$ cat config.mk
export PLATFORM = sky130hd
export DESIGN_NAME = nested_array_pipe_reg_flat
export DESIGN_NICKNAME = d
export VERILOG_FILES = /design/src/rtl/nested_array_pipe_reg_if.sv /design/src/rtl/nested_array_pipe_reg.sv /design/src/flat_wrapper.sv
export SDC_FILE = /design/constraint.sdc
export NUM_CORES = 1
export LEC_CHECK = 0
export CAP_MARGIN = 0
export CORE_ASPECT_RATIO = 1.75
export CORE_MARGIN = 10
export CORE_UTILIZATION = 31
export DETAILED_ROUTE_END_ITERATION = 8
export PLACE_DENSITY_LB_ADDON = 0.12
export SYNTH_ARGS = -nofsm -noshare
export SYNTH_HDL_FRONTEND = slang
export SYNTH_SLANG_ARGS = --single-unit
$ cat constraint.sdc
create_clock -name CLK -period 3 [get_ports CLK]
set_clock_uncertainty 0.05 [all_clocks]
set_input_delay 0.3 -clock CLK [delete_from_list [all_inputs] [get_ports CLK]]
set_output_delay 0.3 -clock CLK [all_outputs]
set_load 0.02 [all_outputs]
$ cat src/rtl/nested_array_pipe_reg_if.sv
// ---------------------------------------------------------------------------
// nested_array_pipe_reg_if
//
// Purpose: bundles the upstream (I side) and downstream (O side) valid/ready
// channels of nested_array_pipe_reg. Each channel carries an N-element array
// of WIDTH-bit words.
//
// Signals:
//   I_valid  upstream data valid                        (master -> slave)
//   I_ready  pipe can accept I this cycle               (slave  -> master)
//   I        input array [N-1:0][WIDTH-1:0]             (master -> slave)
//   O_valid  last stage holds valid data                (slave  -> master)
//   O_ready  downstream accepts O this cycle            (master -> slave)
//   O        output array [N-1:0][WIDTH-1:0]            (slave  -> master)
//
// Modports:
//   master - the environment around the pipe (producer + consumer)
//   slave  - the pipe itself
// ---------------------------------------------------------------------------
interface nested_array_pipe_reg_if #(
    parameter int WIDTH = 8,
    parameter int N     = 3
);
    logic                        I_valid;
    logic                        I_ready;
    logic [N-1:0][WIDTH-1:0]     I;
    logic                        O_valid;
    logic                        O_ready;
    logic [N-1:0][WIDTH-1:0]     O;

    modport master (
        output I_valid,
        output I,
        output O_ready,
        input  I_ready,
        input  O_valid,
        input  O
    );

    modport slave (
        input  I_valid,
        input  I,
        input  O_ready,
        output I_ready,
        output O_valid,
        output O
    );
endinterface

$ cat src/rtl/nested_array_pipe_reg.sv
// ---------------------------------------------------------------------------
// nested_array_pipe_reg
//
// Purpose: a chain of DEPTH register stages, each holding an N x WIDTH array,
// with valid/ready flow control at both ends. Used to retime nested-array
// buses across long paths while keeping full throughput under backpressure.
// The ready chain is bubble-collapsing: an empty stage always accepts, so the
// pipe holds exactly DEPTH arrays and a full pipe with O_ready=1 still
// accepts a new array in the same cycle the oldest one leaves.
//
// Parameters:
//   WIDTH  bits per array element (>=1)
//   N      elements per array (>=1)
//   DEPTH  number of register stages (>=1)
//   INIT   N*WIDTH-bit flat reset value; element i = INIT[i*WIDTH +: WIDTH]
//
// Ports:
//   CLK          clock, rising edge
//   ASYNCRESETN  asynchronous active-low reset: empties the pipe, data = INIT
//   CLR          synchronous clear, active-high: same end state as reset,
//                and masks I_ready / O_valid during the clear cycle
//   bus          nested_array_pipe_reg_if.slave (I_valid/I_ready/I,
//                O_valid/O_ready/O)
//   COUNT        occupancy (number of valid stages), only when the macro
//                NESTED_PIPE_OCCUPANCY_EN is defined
//
// Optional feature (NESTED_PIPE_OCCUPANCY_EN):
//   Defined   - adds the COUNT output, a registered up/down occupancy
//               counter, and a simulation assertion tying it to the number of
//               valid stages.
//   Undefined - port, counter and assertion are absent.
// ---------------------------------------------------------------------------
module nested_array_pipe_reg #(
    parameter int                 WIDTH = 8,
    parameter int                 N     = 3,
    parameter int                 DEPTH = 2,
    parameter logic [N*WIDTH-1:0] INIT  = 24'hbeadde
) (
    input  logic                        CLK,
    input  logic                        ASYNCRESETN,
    input  logic                        CLR,
    nested_array_pipe_reg_if.slave      bus
`ifdef NESTED_PIPE_OCCUPANCY_EN
    ,
    output logic [$clog2(DEPTH+1)-1:0]  COUNT
`endif
);

    typedef logic [N-1:0][WIDTH-1:0] arr_t;

    // The packed [N-1:0][WIDTH-1:0] layout puts element 0 in the LSBs, which
    // is exactly the flat INIT layout, so a straight cast maps the elements.
    localparam arr_t INIT_ARR = arr_t'(INIT);

    // -----------------------------------------------------------------------
    // Stage state: one valid flop and one array register per stage.
    // Index 0 is the input side, DEPTH-1 drives O.
    // -----------------------------------------------------------------------
    logic [DEPTH-1:0] v_q;
    logic [DEPTH-1:0] v_d;
    arr_t             d_q [DEPTH];
    arr_t             d_d [DEPTH];

    // rdy_chain[k] = stage k may load this cycle. Index DEPTH is the
    // downstream ready. A stage may load when it is empty or when the stage
    // in front of it is itself moving on.
    logic [DEPTH:0]   rdy_chain;

    always_comb begin
        rdy_chain        = '0;
        rdy_chain[DEPTH] = bus.O_ready;
        for (int k = DEPTH - 1; k >= 0; k--) begin
            rdy_chain[k] = ~v_q[k] | rdy_chain[k+1];
        end
    end

    // -----------------------------------------------------------------------
    // Next-state logic.
    // A stage whose upstream has no valid data still loads v (it becomes
    // empty) but keeps its old data; data is never replaced by INIT except
    // on reset or clear.
    // -----------------------------------------------------------------------
    always_comb begin
        v_d = v_q;
        d_d = d_q;
        if (CLR) begin
            v_d = '0;
            for (int k = 0; k < DEPTH; k++) begin
                d_d[k] = INIT_ARR;
            end
        end else begin
            if (rdy_chain[0]) begin
                v_d[0] = bus.I_valid;
                if (bus.I_valid) begin
                    d_d[0] = bus.I;
                end
            end
            for (int k = 1; k < DEPTH; k++) begin
                if (rdy_chain[k]) begin
                    v_d[k] = v_q[k-1];
                    if (v_q[k-1]) begin
                        d_d[k] = d_q[k-1];
                    end
                end
            end
        end
    end

    // -----------------------------------------------------------------------
    // Stage registers.
    // -----------------------------------------------------------------------
    always_ff @(posedge CLK or negedge ASYNCRESETN) begin
        if (!ASYNCRESETN) begin
            v_q <= '0;
            for (int k = 0; k < DEPTH; k++) begin
                d_q[k] <= INIT_ARR;
            end
        end else begin
            v_q <= v_d;
            d_q <= d_d;
        end
    end

    // -----------------------------------------------------------------------
    // Outputs. I_ready depends only on the v flops, O_ready and CLR, so it
    // reads 1 while reset is held. CLR masks both handshakes so neither side
    // counts a transfer in the clear cycle.
    // -----------------------------------------------------------------------
    assign bus.I_ready = rdy_chain[0] & ~CLR;
    assign bus.O_valid = v_q[DEPTH-1] & ~CLR;
    assign bus.O       = d_q[DEPTH-1];

`ifdef NESTED_PIPE_OCCUPANCY_EN
    // -----------------------------------------------------------------------
    // Occupancy counter: tracks transfers at both ends rather than summing
    // the v flops, so COUNT comes straight from a register.
    // -----------------------------------------------------------------------
    localparam int CW = $clog2(DEPTH + 1);

    logic [CW-1:0] count_q;
    logic [CW-1:0] count_d;
    logic          in_xfer;
    logic          out_xfer;

    assign in_xfer  = bus.I_valid & bus.I_ready;
    assign out_xfer = bus.O_valid & bus.O_ready;

    always_comb begin
        count_d = count_q;
        if (CLR) begin
            count_d = '0;
        end else if (in_xfer && !out_xfer) begin
            count_d = count_q + CW'(1);
        end else if (out_xfer && !in_xfer) begin
            count_d = count_q - CW'(1);
        end
    end

    always_ff @(posedge CLK or negedge ASYNCRESETN) begin
        if (!ASYNCRESETN) begin
            count_q <= '0;
        end else begin
            count_q <= count_d;
        end
    end

    assign COUNT = count_q;

    // Counter and valid flops are updated from the same edge, so sampling
    // both at the clock edge compares consistent pre-update values.
    always @(posedge CLK) begin
        if (ASYNCRESETN) begin
            assert (int'(count_q) == $countones(v_q));
        end
    end
`endif

endmodule

$ cat src/flat_wrapper.sv
// flat-port wrapper written by rule: the top's interface ports become plain ports
module nested_array_pipe_reg_flat 
#(
    parameter int                 WIDTH = 8,
    parameter int                 N     = 3,
    parameter int                 DEPTH = 2,
    parameter logic [N*WIDTH-1:0] INIT  = 24'hbeadde
)
  (CLK, ASYNCRESETN, CLR, bus_I_valid, bus_I, bus_O_ready, bus_I_ready, bus_O_valid, bus_O);
  nested_array_pipe_reg_if #(.WIDTH(WIDTH), .N(N)) bus_i ();
  input  logic CLK;
  input  logic ASYNCRESETN;
  input  logic CLR;
  input wire logic [$bits(bus_i.I_valid)-1:0] bus_I_valid;
  input wire logic [$bits(bus_i.I)-1:0] bus_I;
  input wire logic [$bits(bus_i.O_ready)-1:0] bus_O_ready;
  output wire logic [$bits(bus_i.I_ready)-1:0] bus_I_ready;
  output wire logic [$bits(bus_i.O_valid)-1:0] bus_O_valid;
  output wire logic [$bits(bus_i.O)-1:0] bus_O;
  assign bus_i.I_valid = bus_I_valid;
  assign bus_i.I = bus_I;
  assign bus_i.O_ready = bus_O_ready;
  assign bus_I_ready = bus_i.I_ready;
  assign bus_O_valid = bus_i.O_valid;
  assign bus_O = bus_i.O;
  nested_array_pipe_reg #(.WIDTH(WIDTH), .N(N), .DEPTH(DEPTH), .INIT(INIT)) u_core (.CLK(CLK), .ASYNCRESETN(ASYNCRESETN), .CLR(CLR), .bus(bus_i));
endmodule
==> metrics.txt <==
status finished, final reports clean; FF-to-FF Start u_core.v_q[0]; die area 10,400 um2; Worst slew margin between 20% and 30%; CTS clk-pin slew, worst paths ~0.060 ns; IO Pins 55; Sink Count 50; YS warnings 0; total global routing overflow 0; Placeable Area ~6500 um2; TritonCTS buffer count 5; reg-to-reg endpoint u_core.d_q[41]; top cell type by total area after synthesis dfstp_2; WL met1 1.94 mm; TritonRoute pass-1 iters 4; count of flip-flops with a built-in enable after synthesis 0; Met2 Wirelength about 2.5 mm; Cells after Synth roughly 150; dpl hpwl around 3.5 mm; Setup WS post-layout roughly 0.9 ns; Max IR drop VDD between 0.0003 and 0.0004 V; WP data arrival ~1.7 ns; fin. max-slew vios 0; design area 2630 um2; power density over the cells around 560 nW/um2; ANT cells 0; CTS HTree Levels 2; post-synthesis sequential area ratio 62.7%; kind of critical path in -> out; Rows 39; antenna-violating nets left 0; Yosys top cell area share 43.3%; Finish-stage setup viols 0; DP Worst Slack approximately 0.75 ns; Initial Utilization a little under a third; Period Utilization, post-route 69.5%; antenna violations before repair 0; Worst setup SP type input port; vias in the first global route between 1,000 and 1,500; number of vias per cell approximately 5; Syn Nets approximately 180; Root Buffer clkbuf_16; largest net degree at the start of global routing 51; Fmax between 400 and 500 MHz; Total GRT Usage under 10%; via count 1,272; maxcap violations 0; die height about 130 um; # Post-CTS Setup Buffers 0; post-route DRC violation count 0; Mapped Area approximately 2100 um2; final net count between 200 and 250; Hold/Removal Path Class in -> async; area grow syn2layout 27.3%; RSZ-0062 raised after global routing no; Synth cell types 16; DR WL met3 348 um; cts hold-fix bufs 0; total routed wirelength 4.85 mm; chip width just over 80 um; clock latency on the worst-skew pair 0.28 ns; commonest cells in the netlist 34 x dfstp_2, 34 x o22a_1, 27 x buf_4; first-pass GRT wire length between 7 and 8 mm; gpl congestion roughly 0.69; commonest register cell after synthesis dfstp_2; largest cells by area after synthesis dfstp_2 43%, dfrtp_1 19%, o22a_1 14%; Final TNS setup 0 ns; I/O Buffers 54; placed inst area about 2500 um2; layout cells sized above 1 between 20% and 30%; Reg2Reg Setup Slack ~1.3 ns; Worst Setup End Kind primary output; CTS tree built; CP Max Fanout 3; Worst Reg-to-Reg Cells 3; 1st-iter DRT viols between 60 and 70; Hold Violations, Final 0; Leakage Power around 1 nW; wire per inst around 19 um; clk buf depth 2; Async SR Flop Fraction between 90% and 100%; Yosys reg bits 50; CP required roughly 2.7 ns; Worst-Margin Slew 1.08 ns; top routing layer in use met4; PostCTS Resize Cnt 0; Tmin final 2.08 ns; Syn Area/Cell between 10 and 15 um2
## kinds of logic (layout without fill, tap and decap cells)
| group | Yosys count | count (layout) | share of synthesized area (%) |
|---|---|---|---|
| buf+inv | 32 | 63 | 11.6 |
| simple gates | 11 | 11 | 3.88 |
| compound gates | 53 | 53 | 21.8 |
| flops | 50 | 50 | 62.7 |
## per-layer routing
metal	global-route usage, %	vias up
met3	3.72	5
met1	10.2	643
met4	3.02	0
met2	17.0	44
met5	0	-
li1	-	580
## layout make-up
class	instances	area, um2
Tap cell	82	103
Clock buffer	6	150
Multi-Input combinational cell	64	531
Clock inverter	2	10.0
Inverter	1	3.75
Fill cell	598	3860
Timing Repair Buffer	54	536
Sequential cell	50	1290
## per-stage QoR
step / utilization, % / hold slack, ns / power (W) / std cells
floorplan: - / -0.0456 / 0.000823 / 146
global placement: 38.0 / 0.433 / 0.000891 / 251
detailed placement: 38.0 / 0.439 / 0.000896 / 251
CTS: 40.5 / 0.207 / 0.00149 / 259
global route: 40.5 / 0.246 / 0.00153 / 259
finish: 40.5 / 0.156 / 0.00147 / 259
## report_power, final
group,internal [W],switching (W),total [W]
Clock,0.000356,0.000228,0.000584
Combinational,0.0000741,0.0000710,0.000145
Sequential,0.000718,0.0000173,0.000736
Total,0.00115,0.000316,0.00147
## flip-flops by register name (all words and copies together) (netlist names)
name	flops
u_core.bus.O	24
u_core.d_q	24
u_core.v_q	2
## placed cells by master, fill, tap and decap left out, drive strengths merged
master	count
a22o	14
nor3b	2
nand2b	1
nand3b	3
clkinv	2
dfstp	34
a21oi	3
inv	1
and3b	1
nor2	3
dfrtp	16
o22a	34
nor2b	1
buf	1
a21o	2
clkdlybuf4s50	53
clkbuf	6
## worst max-delay path by stage
stage	from	to	slack, ns	depth (start not counted)
final	bus_O_ready	bus_I_ready	0.92	4
after global routing	CLR	bus_O_valid	0.83	3
after CTS	bus_O_ready	bus_I_ready	0.89	4
after detailed placement	CLR	u_core.d_q[34]	0.75	3
after global placement	CLR	u_core.d_q[41]	0.76	3
after floorplan	bus_O_ready	u_core.bus.O[10]	1.74	5
## worst max-delay path, cell delays in order
cell and delay, ns:
clkdlybuf4s50_1 0.49, and3b_1 0.22, nor2_1 0.10, clkdlybuf4s50_1 0.62
Power figures use the tool's default switching activity.
